`src/rtl/btc_dec_comp_code_source.sv`:
```
// BTC component-code input distribution: column-mode bypass or row-mode vector-to-lane serialiser.
// Optional overrun detection on oerr is built when BTC_DEC_SRC_OVR_CHECK_EN is defined.
module btc_dec_comp_code_source #(
    parameter int unsigned pLLR_W   = 4,
    parameter int unsigned pEXTR_W  = 5,
    parameter int unsigned pDEC_NUM = 8
) (
    input  logic                             iclk,
    input  logic                             ireset,
    input  logic                             iclkena,
    input  logic                             irow_mode,
    input  logic                             ival,
    output logic                             ordy,
    input  logic [4:0]                       istrb,
    input  logic [pDEC_NUM-1:0][pLLR_W-1:0]  iLLR,
    input  logic [pDEC_NUM-1:0][pEXTR_W-1:0] iLextr,
    output logic [pDEC_NUM-1:0]              oval,
    output logic [pDEC_NUM-1:0][4:0]         ostrb,
    output logic [pDEC_NUM-1:0][pLLR_W-1:0]  oLLR,
    output logic [pDEC_NUM-1:0][pEXTR_W-1:0] oLextr,
    output logic                             oerr
);

    // Strobe bit positions: {mask, eof, eop, sop, sof}
    localparam int unsigned StrbSof  = 0;
    localparam int unsigned StrbSop  = 1;
    localparam int unsigned StrbEop  = 2;
    localparam int unsigned StrbEof  = 3;
    localparam int unsigned CntW     = $clog2(pDEC_NUM);
    localparam logic [CntW-1:0] CntLast = CntW'(pDEC_NUM - 1);
    localparam logic [CntW-1:0] CntPen  = CntW'(pDEC_NUM - 2);

    logic [pDEC_NUM-1:0][pDEC_NUM-1:0][pLLR_W-1:0]  llr_sr_q, llr_sr_d;
    logic [pDEC_NUM-1:0][pDEC_NUM-1:0][pEXTR_W-1:0] extr_sr_q, extr_sr_d;
    logic [pDEC_NUM-1:0][4:0]                       strb_q, strb_d;
    logic [pDEC_NUM-1:0][CntW-1:0]                  cnt_q, cnt_d;
    logic [pDEC_NUM-1:0]                            busy_q, busy_d;
    logic [CntW-1:0]                                ptr_q, ptr_d;
    logic                                           mode_q, mode_d;
    logic [pDEC_NUM-1:0]                            oval_q, oval_d;
    logic [pDEC_NUM-1:0][4:0]                       ostrb_q, ostrb_d;
    logic [pDEC_NUM-1:0][pLLR_W-1:0]                ollr_q, ollr_d;
    logic [pDEC_NUM-1:0][pEXTR_W-1:0]               oextr_q, oextr_d;

    logic [CntW-1:0] sel;
    logic            abort;
    logic            accept;

    function automatic logic [4:0] elem_strb(input logic [4:0] s, input logic first,
                                             input logic last);
        logic [4:0] r;
        r          = s;
        r[StrbSof] = s[StrbSof] & first;
        r[StrbSop] = s[StrbSop] & first;
        r[StrbEop] = s[StrbEop] & last;
        r[StrbEof] = s[StrbEof] & last;
        return r;
    endfunction

    assign sel = istrb[StrbSof] ? '0 : ptr_q;

    always_comb begin
        ordy = 1'b1;
        if (irow_mode) begin
            ordy = !busy_q[sel] || (cnt_q[sel] == CntLast);
        end
    end

    // Mode flip with work in flight drops everything, including this cycle's vector
    assign abort  = (irow_mode != mode_q) && (|busy_q);
    assign accept = ival && ordy && !abort;

    always_comb begin
        llr_sr_d  = llr_sr_q;
        extr_sr_d = extr_sr_q;
        strb_d    = strb_q;
        cnt_d     = cnt_q;
        busy_d    = busy_q;
        ptr_d     = ptr_q;
        mode_d    = irow_mode;
        oval_d    = oval_q;
        ostrb_d   = ostrb_q;
        ollr_d    = ollr_q;
        oextr_d   = oextr_q;

        if (abort) begin
            busy_d = '0;
            oval_d = '0;
            ptr_d  = '0;
        end else if (!irow_mode) begin
            for (int g = 0; g < pDEC_NUM; g++) begin
                oval_d[g]  = ival;
                ostrb_d[g] = istrb;
                ollr_d[g]  = iLLR[g];
                oextr_d[g] = iLextr[g];
            end
        end else begin
            for (int g = 0; g < pDEC_NUM; g++) begin
                oval_d[g] = 1'b0;
                if (busy_q[g]) begin
                    if (cnt_q[g] == CntLast) begin
                        busy_d[g] = 1'b0;
                    end else begin
                        cnt_d[g]   = cnt_q[g] + 1'b1;
                        oval_d[g]  = 1'b1;
                        ollr_d[g]  = llr_sr_q[g][0];
                        oextr_d[g] = extr_sr_q[g][0];
                        ostrb_d[g] = elem_strb(strb_q[g], 1'b0, cnt_q[g] == CntPen);
                        for (int k = 0; k < pDEC_NUM - 1; k++) begin
                            llr_sr_d[g][k]  = llr_sr_q[g][k+1];
                            extr_sr_d[g][k] = extr_sr_q[g][k+1];
                        end
                    end
                end
                // Element 0 goes straight to the outputs; the rest wait in the shift register
                if (accept && (sel == CntW'(g))) begin
                    busy_d[g]  = 1'b1;
                    cnt_d[g]   = '0;
                    strb_d[g]  = istrb;
                    oval_d[g]  = 1'b1;
                    ollr_d[g]  = iLLR[0];
                    oextr_d[g] = iLextr[0];
                    ostrb_d[g] = elem_strb(istrb, 1'b1, 1'b0);
                    for (int k = 0; k < pDEC_NUM - 1; k++) begin
                        llr_sr_d[g][k]  = iLLR[k+1];
                        extr_sr_d[g][k] = iLextr[k+1];
                    end
                end
            end
            if (accept) begin
                ptr_d = sel + 1'b1;
            end
        end
    end

    always_ff @(posedge iclk or posedge ireset) begin
        if (ireset) begin
            llr_sr_q  <= '0;
            extr_sr_q <= '0;
            strb_q    <= '0;
            cnt_q     <= '0;
            busy_q    <= '0;
            ptr_q     <= '0;
            mode_q    <= 1'b0;
            oval_q    <= '0;
            ostrb_q   <= '0;
            ollr_q    <= '0;
            oextr_q   <= '0;
        end else if (iclkena) begin
            llr_sr_q  <= llr_sr_d;
            extr_sr_q <= extr_sr_d;
            strb_q    <= strb_d;
            cnt_q     <= cnt_d;
            busy_q    <= busy_d;
            ptr_q     <= ptr_d;
            mode_q    <= mode_d;
            oval_q    <= oval_d;
            ostrb_q   <= ostrb_d;
            ollr_q    <= ollr_d;
            oextr_q   <= oextr_d;
        end
    end

    assign oval   = oval_q;
    assign ostrb  = ostrb_q;
    assign oLLR   = ollr_q;
    assign oLextr = oextr_q;

`ifdef BTC_DEC_SRC_OVR_CHECK_EN
    logic oerr_q, oerr_d;

    always_comb begin
        oerr_d = oerr_q;
        if (ival && !ordy && irow_mode) begin
            oerr_d = 1'b1;
        end else if (accept && istrb[StrbSof]) begin
            oerr_d = 1'b0;
        end
    end

    always_ff @(posedge iclk or posedge ireset) begin
        if (ireset) begin
            oerr_q <= 1'b0;
        end else if (iclkena) begin
            oerr_q <= oerr_d;
        end
    end

    assign oerr = oerr_q;
`else
    assign oerr = 1'b0;
`endif

endmodule

```
`config.mk`:
```
export PLATFORM = sky130hd
export DESIGN_NAME = btc_dec_comp_code_source
export DESIGN_NICKNAME = d
export VERILOG_FILES = /design/src/rtl/btc_dec_comp_code_source.sv
export SDC_FILE = /design/constraint.sdc
export NUM_CORES = 2
export LEC_CHECK = 0
export BUFFER_PORTS_ARGS = -buffer_cell sky130_fd_sc_hd__buf_2
export CELL_PAD_IN_SITES_DETAIL_PLACEMENT = 1
export CELL_PAD_IN_SITES_GLOBAL_PLACEMENT = 1
export CORE_MARGIN = 2
export CORE_UTILIZATION = 25
export CTS_BUF_LIST = sky130_fd_sc_hd__clkbuf_16
export DETAILED_ROUTE_END_ITERATION = 7
export PLACE_DENSITY = 0.52
export SYNTH_ARGS = -nofsm -noshare
export SYNTH_HDL_FRONTEND = slang
export SYNTH_SLANG_ARGS = --single-unit
```
`constraint.sdc`:
```
create_clock -name iclk -period 30.9 [get_ports iclk]
set_input_delay 6.18 -clock iclk [delete_from_list [all_inputs] [get_ports iclk]]
set_output_delay 6.18 -clock iclk [all_outputs]
set_load 0.03 [all_outputs]
```
-- Word-level counts from Yosys, hierarchy flattened
Cells that the tools add are included.
- register bits: 700
- input port bits: 82
- word-level logic and storage cells: 468
- add/subtract/negate cells: 9
- magnitude comparators: 1
- equal/unequal tests: 49
- muxes and demuxes: 184
- bitwise gates (word level): 17
- reduce and logical (&&, ||, !) cells: 52
- operators by type and width (cell ; count):
    $mux W35 ; 24
    $mux W28 ; 24
    $mux W5 ; 48
    $mux W4 ; 24
    $mux W3 ; 29
    $mux W40 ; 2
    $reduce_and A4 Y1 ; 16
    $eq A3 B3 Y1 const B ; 21
    $reduce_and A5 Y1 ; 8
    $mux W32 ; 1
    $mux W8 ; 4
    $add A3 B1 Y3 const B ; 9
    $mux W1 ; 26
    $ne A3 B1 Y1 const B ; 8
    $ne A3 B2 Y1 const B ; 8
    $reduce_bool A2 Y1 ; 10
    $and A1 B1 Y1 ; 16
    $ne A2 B1 Y1 const B ; 8
    $logic_and A1 B1 Y1 ; 11
    $bmux W3 S3 ; 1
    $reduce_or A8 Y1 ; 1
    $eq A3 B2 Y1 const B ; 2
    $lt A3 B4 Y1 const B ; 1
    $bmux W1 S3 ; 1
    other kinds (8) ; 9

-- Longest topological paths before layout
- depth after elaboration: 12
- mapped depth: 12
- mapped depth without buffers: 8

-- Least setup slack after synthesis
OpenSTA, ideal clock, no wires.
- kind: in2out
- start: in istrb[0]
- end: out ordy
- arrival time: 7.881 ns
- data required time: 24.720 ns
- path slack: 16.839 ns
- stages: 8
- cell sequence: buf_2 nor2b_1 inv_2 a32oi_1 o32a_1 a21oi_1 inv_1 clkbuf_1
- cells in the longest elaborated chain, start to end: 6
- ends and longest elaborated chain (element ; RTL line ; RTL):
    start, declared ; 14 ; input logic [4:0] istrb,
    $mux W3 (*) ; 60 ; assign sel = istrb[StrbSof] ? '0 : ptr_q;
    $bmux W3 S3 / $bmux W1 S3 (equally long branches) ; 65 ; ordy = !busy_q[sel] || (cnt_q[sel] == CntLast);
    $mux W3 (implied by the code) / $mux W1 (equally long branches) ; 65 ;
    $eq A3 B3 Y1 / $logic_not A1 Y1 (equally long branches) ; 65 ;
    $logic_or A1 B1 Y1 (*) ; 65 ;
    $mux W1 (*) ; 64 ; if (irow_mode) begin
    end, declared ; 13 ; output logic ordy,
Mark *: on every way between the ends. The rest lies on a longest branch, timed or not. The select of a mux whose other input is x is not followed.

-- Worst setup path in the final report
Ends and elaborated chain as after synthesis.

==> qor.csv <==
metric;value;unit
outcome;complete, no violations;
DRT antenna net count;0;
layout cell share with drive strength beyond 1;32.6;%
via count;24684;
Final Skew;0.0373;ns
number of flops mapped to enable cells by yosys;0;
sequential-to-total area share from yosys stat;51.5;%
DIE AREA;136000;um2
VDD IR max;44.7;uV
CP cell instances;buf_2, nor2b_1, inv_2, o32a_1, a21oi_4, inv_2, buf_2;
gate count of the mapped netlist;2857;
Synth top area share;51.5;%
ratio of final minimum period to clock period;47.7;%
DP Cell Count;4582;
first-pass iteration count of the detailed router;5;
GR Overflow Total;0;
RSZ-0062 raised after global routing;no;
most common cell after layout, fill and taps aside;dfrtp_1;
synth-to-layout area growth;15.1;%
residual DRC count;0;
Final TNS setup;0;ns
global-route wire length before repair;194000;um
Clk pin slew, worst setup/hold paths;0.05;ns
CP Class;in2out;
clock sink total;684;
die height;369;um
Final Max Tran Viols;0;
global placer's final weighted congestion;0.863;
Worst-Margin Slew;1.19;ns
area leader, netlist;dfrtp_1;
Crit path largest cell delay;0.70;ns
commonest non-fill, non-tap cells in the layout;684 x dfrtp_1, 479 x mux2_2, 208 x o21ai_0;
Slowest cell on crit path;nor2b_1;
Root Buffer;clkbuf_16;
synthesized area;33300;um2
Max-slew headroom;20.1;%
H-tree depth;3;
Achievable Freq;67.8;MHz
Final HPWL DP;82800;um
WL per Instance;28.5;um
CP Buf/Inv Count;4;
Max Cap Viol;0;
Tot GR Track Use;19.5;%
Total Power;2.94;mW
LEAKAGE;17.1;nW
Finished Layout Cells;4732;
vias in the first global route;25150;
buffer count from post-CTS setup fixing;0;
HP Class;reg2reg;
Logic pwr share;27.6;%
starting density of the core;25.2;%
core area;132000;um2
Largest delay share family, worst path;compound AO/OA/AOI/OAI gates;
clock latency on the worst-skew pair;0.66;ns
ys flop type;dfrtp_1;
NetSw;1.08;mW
YS warnings;0;
post-cts sizing count;0;
largest net degree at the start of global routing;162;
power per cell area;76.8;nW/um2
Final Core Density;29.0;%
Synth area leaders;dfrtp_1 51%, mux2_2 16%, o21ai_0 3.2%;
CTS buffer count;79;
IO Pins;204;
crit path DAT;8.57;ns
CTS tree;done;
power share of the clock group;30.7;%
final wirelength;135000;um
Bufs on Longest Clock Path;3;
initial antenna violation count;26;
worst-path fanout max;13;
initial drt markers;2005;
syn_area_per_cell;11.6;um2
Sw Share;36.6;%
Syn Nets;2967;
Finish-stage setup viols;0;
internal cell power;1.86;mW
Distinct cells, synth;75;
Req. time, crit path;24.72;ns
Hold Fails Final Rpt;0;
cts hold-fix bufs;0;
nature of the critical path endpoint;output port;
DIE WIDTH;369;um
final net count;3018;
Critical Path Source Type;input pin;
Seq pwr share;41.6;%
drt via density;5.22;
Synth Register Bits;684;
Buffers on Ports;202;
Async SR Flop Fraction;100;%
number of core rows;133;
post-layout minimum cycle time;14.75;ns
[cell type report]
type	instances	area [um2]
Clock inverter	64	400
Clock buffer	80	2000
Fill cell	14530	93500
Antenna cell	6	15.0
Sequential cell	684	17100
Multi-Input combinational cell	1832	14900
Timing Repair Buffer	260	1490
Inverter	51	199
Tap cell	1755	2200
[flip-flops by register name (all words and copies together), names as in the netlist]
| signal | flops |
|---|---|
| oLextr | 40 |
| extr_sr_q | 280 |
| mode_q | 1 |
| llr_sr_q | 224 |
| oLLR | 32 |
| ptr_q | 3 |
| busy_q | 8 |
| cnt_q | 24 |
| oval | 8 |
| ostrb | 40 |
| strb_q | 24 |
[stage by stage]
stage / hold WS, ns / setup slack [ns] / cell area, um2
final: 0.479 / 16.15 / 38300
after global placement: 0.461 / 16.26 / 35900
after global routing: 0.503 / 16.07 / 38300
after detailed placement: 0.471 / 16.16 / 35900
after CTS: 0.484 / 16.16 / 38300
after floorplan: 0.449 / 5.54 / 33300
[synth_stat cells, types with 69 or more instances]
cell / number
nand3_1: 94
dfrtp_1: 684
a22o_1: 71
a21oi_1: 80
a31oi_1: 69
mux2i_1: 87
mux2_2: 479
nand2_1: 119
o21ai_0: 210
nand2b_1: 92
buf_2: 82
clkbuf_1: 155
[worst paths after layout]
kind | startpoint | endpoint | slack, ns | cells after the start
worst min-delay path | extr_sr_q[185] | extr_sr_q[185] | 0.48 | 2
worst max-delay path | istrb[0] | ordy | 16.15 | 7
max in group asynchronous | ireset | extr_sr_q[172] | 22.88 | 4
min in group asynchronous | ireset | cnt_q[3] | 5.73 | 2
worst min register to register | extr_sr_q[185] | extr_sr_q[185] | 0.48 | 2
worst max register to register | busy_q[4] | strb_q[8] | 25.94 | 7
[tightest hold or removal path, cell delays in order (launching register included)]
cell     delay [ns]
dfrtp_1        0.34
nand2_1        0.05
o21ai_0        0.06
[per-layer routing]
layer | vias to the layer above | track usage, % | wire (um)
met1 | 13216 | 27.9 | 63600
met5 | - | 0 | 134
met3 | 171 | 3.09 | 7110
met2 | 630 | 30.4 | 60400
li1 | 10645 | - | -
met4 | 22 | 5.16 | 3390
[power groups by stage]
stage               clock network, mW  registers, mW  logic (mW)
global placement                    0           1.23       0.803
detailed placement                  0           1.24       0.816
finish                          0.904           1.22       0.811
global route                    0.962           1.25       0.872
floorplan                           0           1.32       0.415
CTS                             0.927           1.22       0.818
[cells by family (layout without fill, tap and decap cells)]
logic type                 Yosys count  count (layout)  share of synthesized area (%)
muxes                              566             566                           18.8
and+or+nand+nor                    477             477                           7.53
AOI/OAI and AO/OA                  759             759                           16.4
xor gates and xnor gates             1               1                         0.0263
other                                1               7                         0.0113
DFF                                684             684                           51.5
adders and majority gates           28              28                           1.05
buffers and inverters              341             455                           4.64
Power figures use the tool's default switching activity.
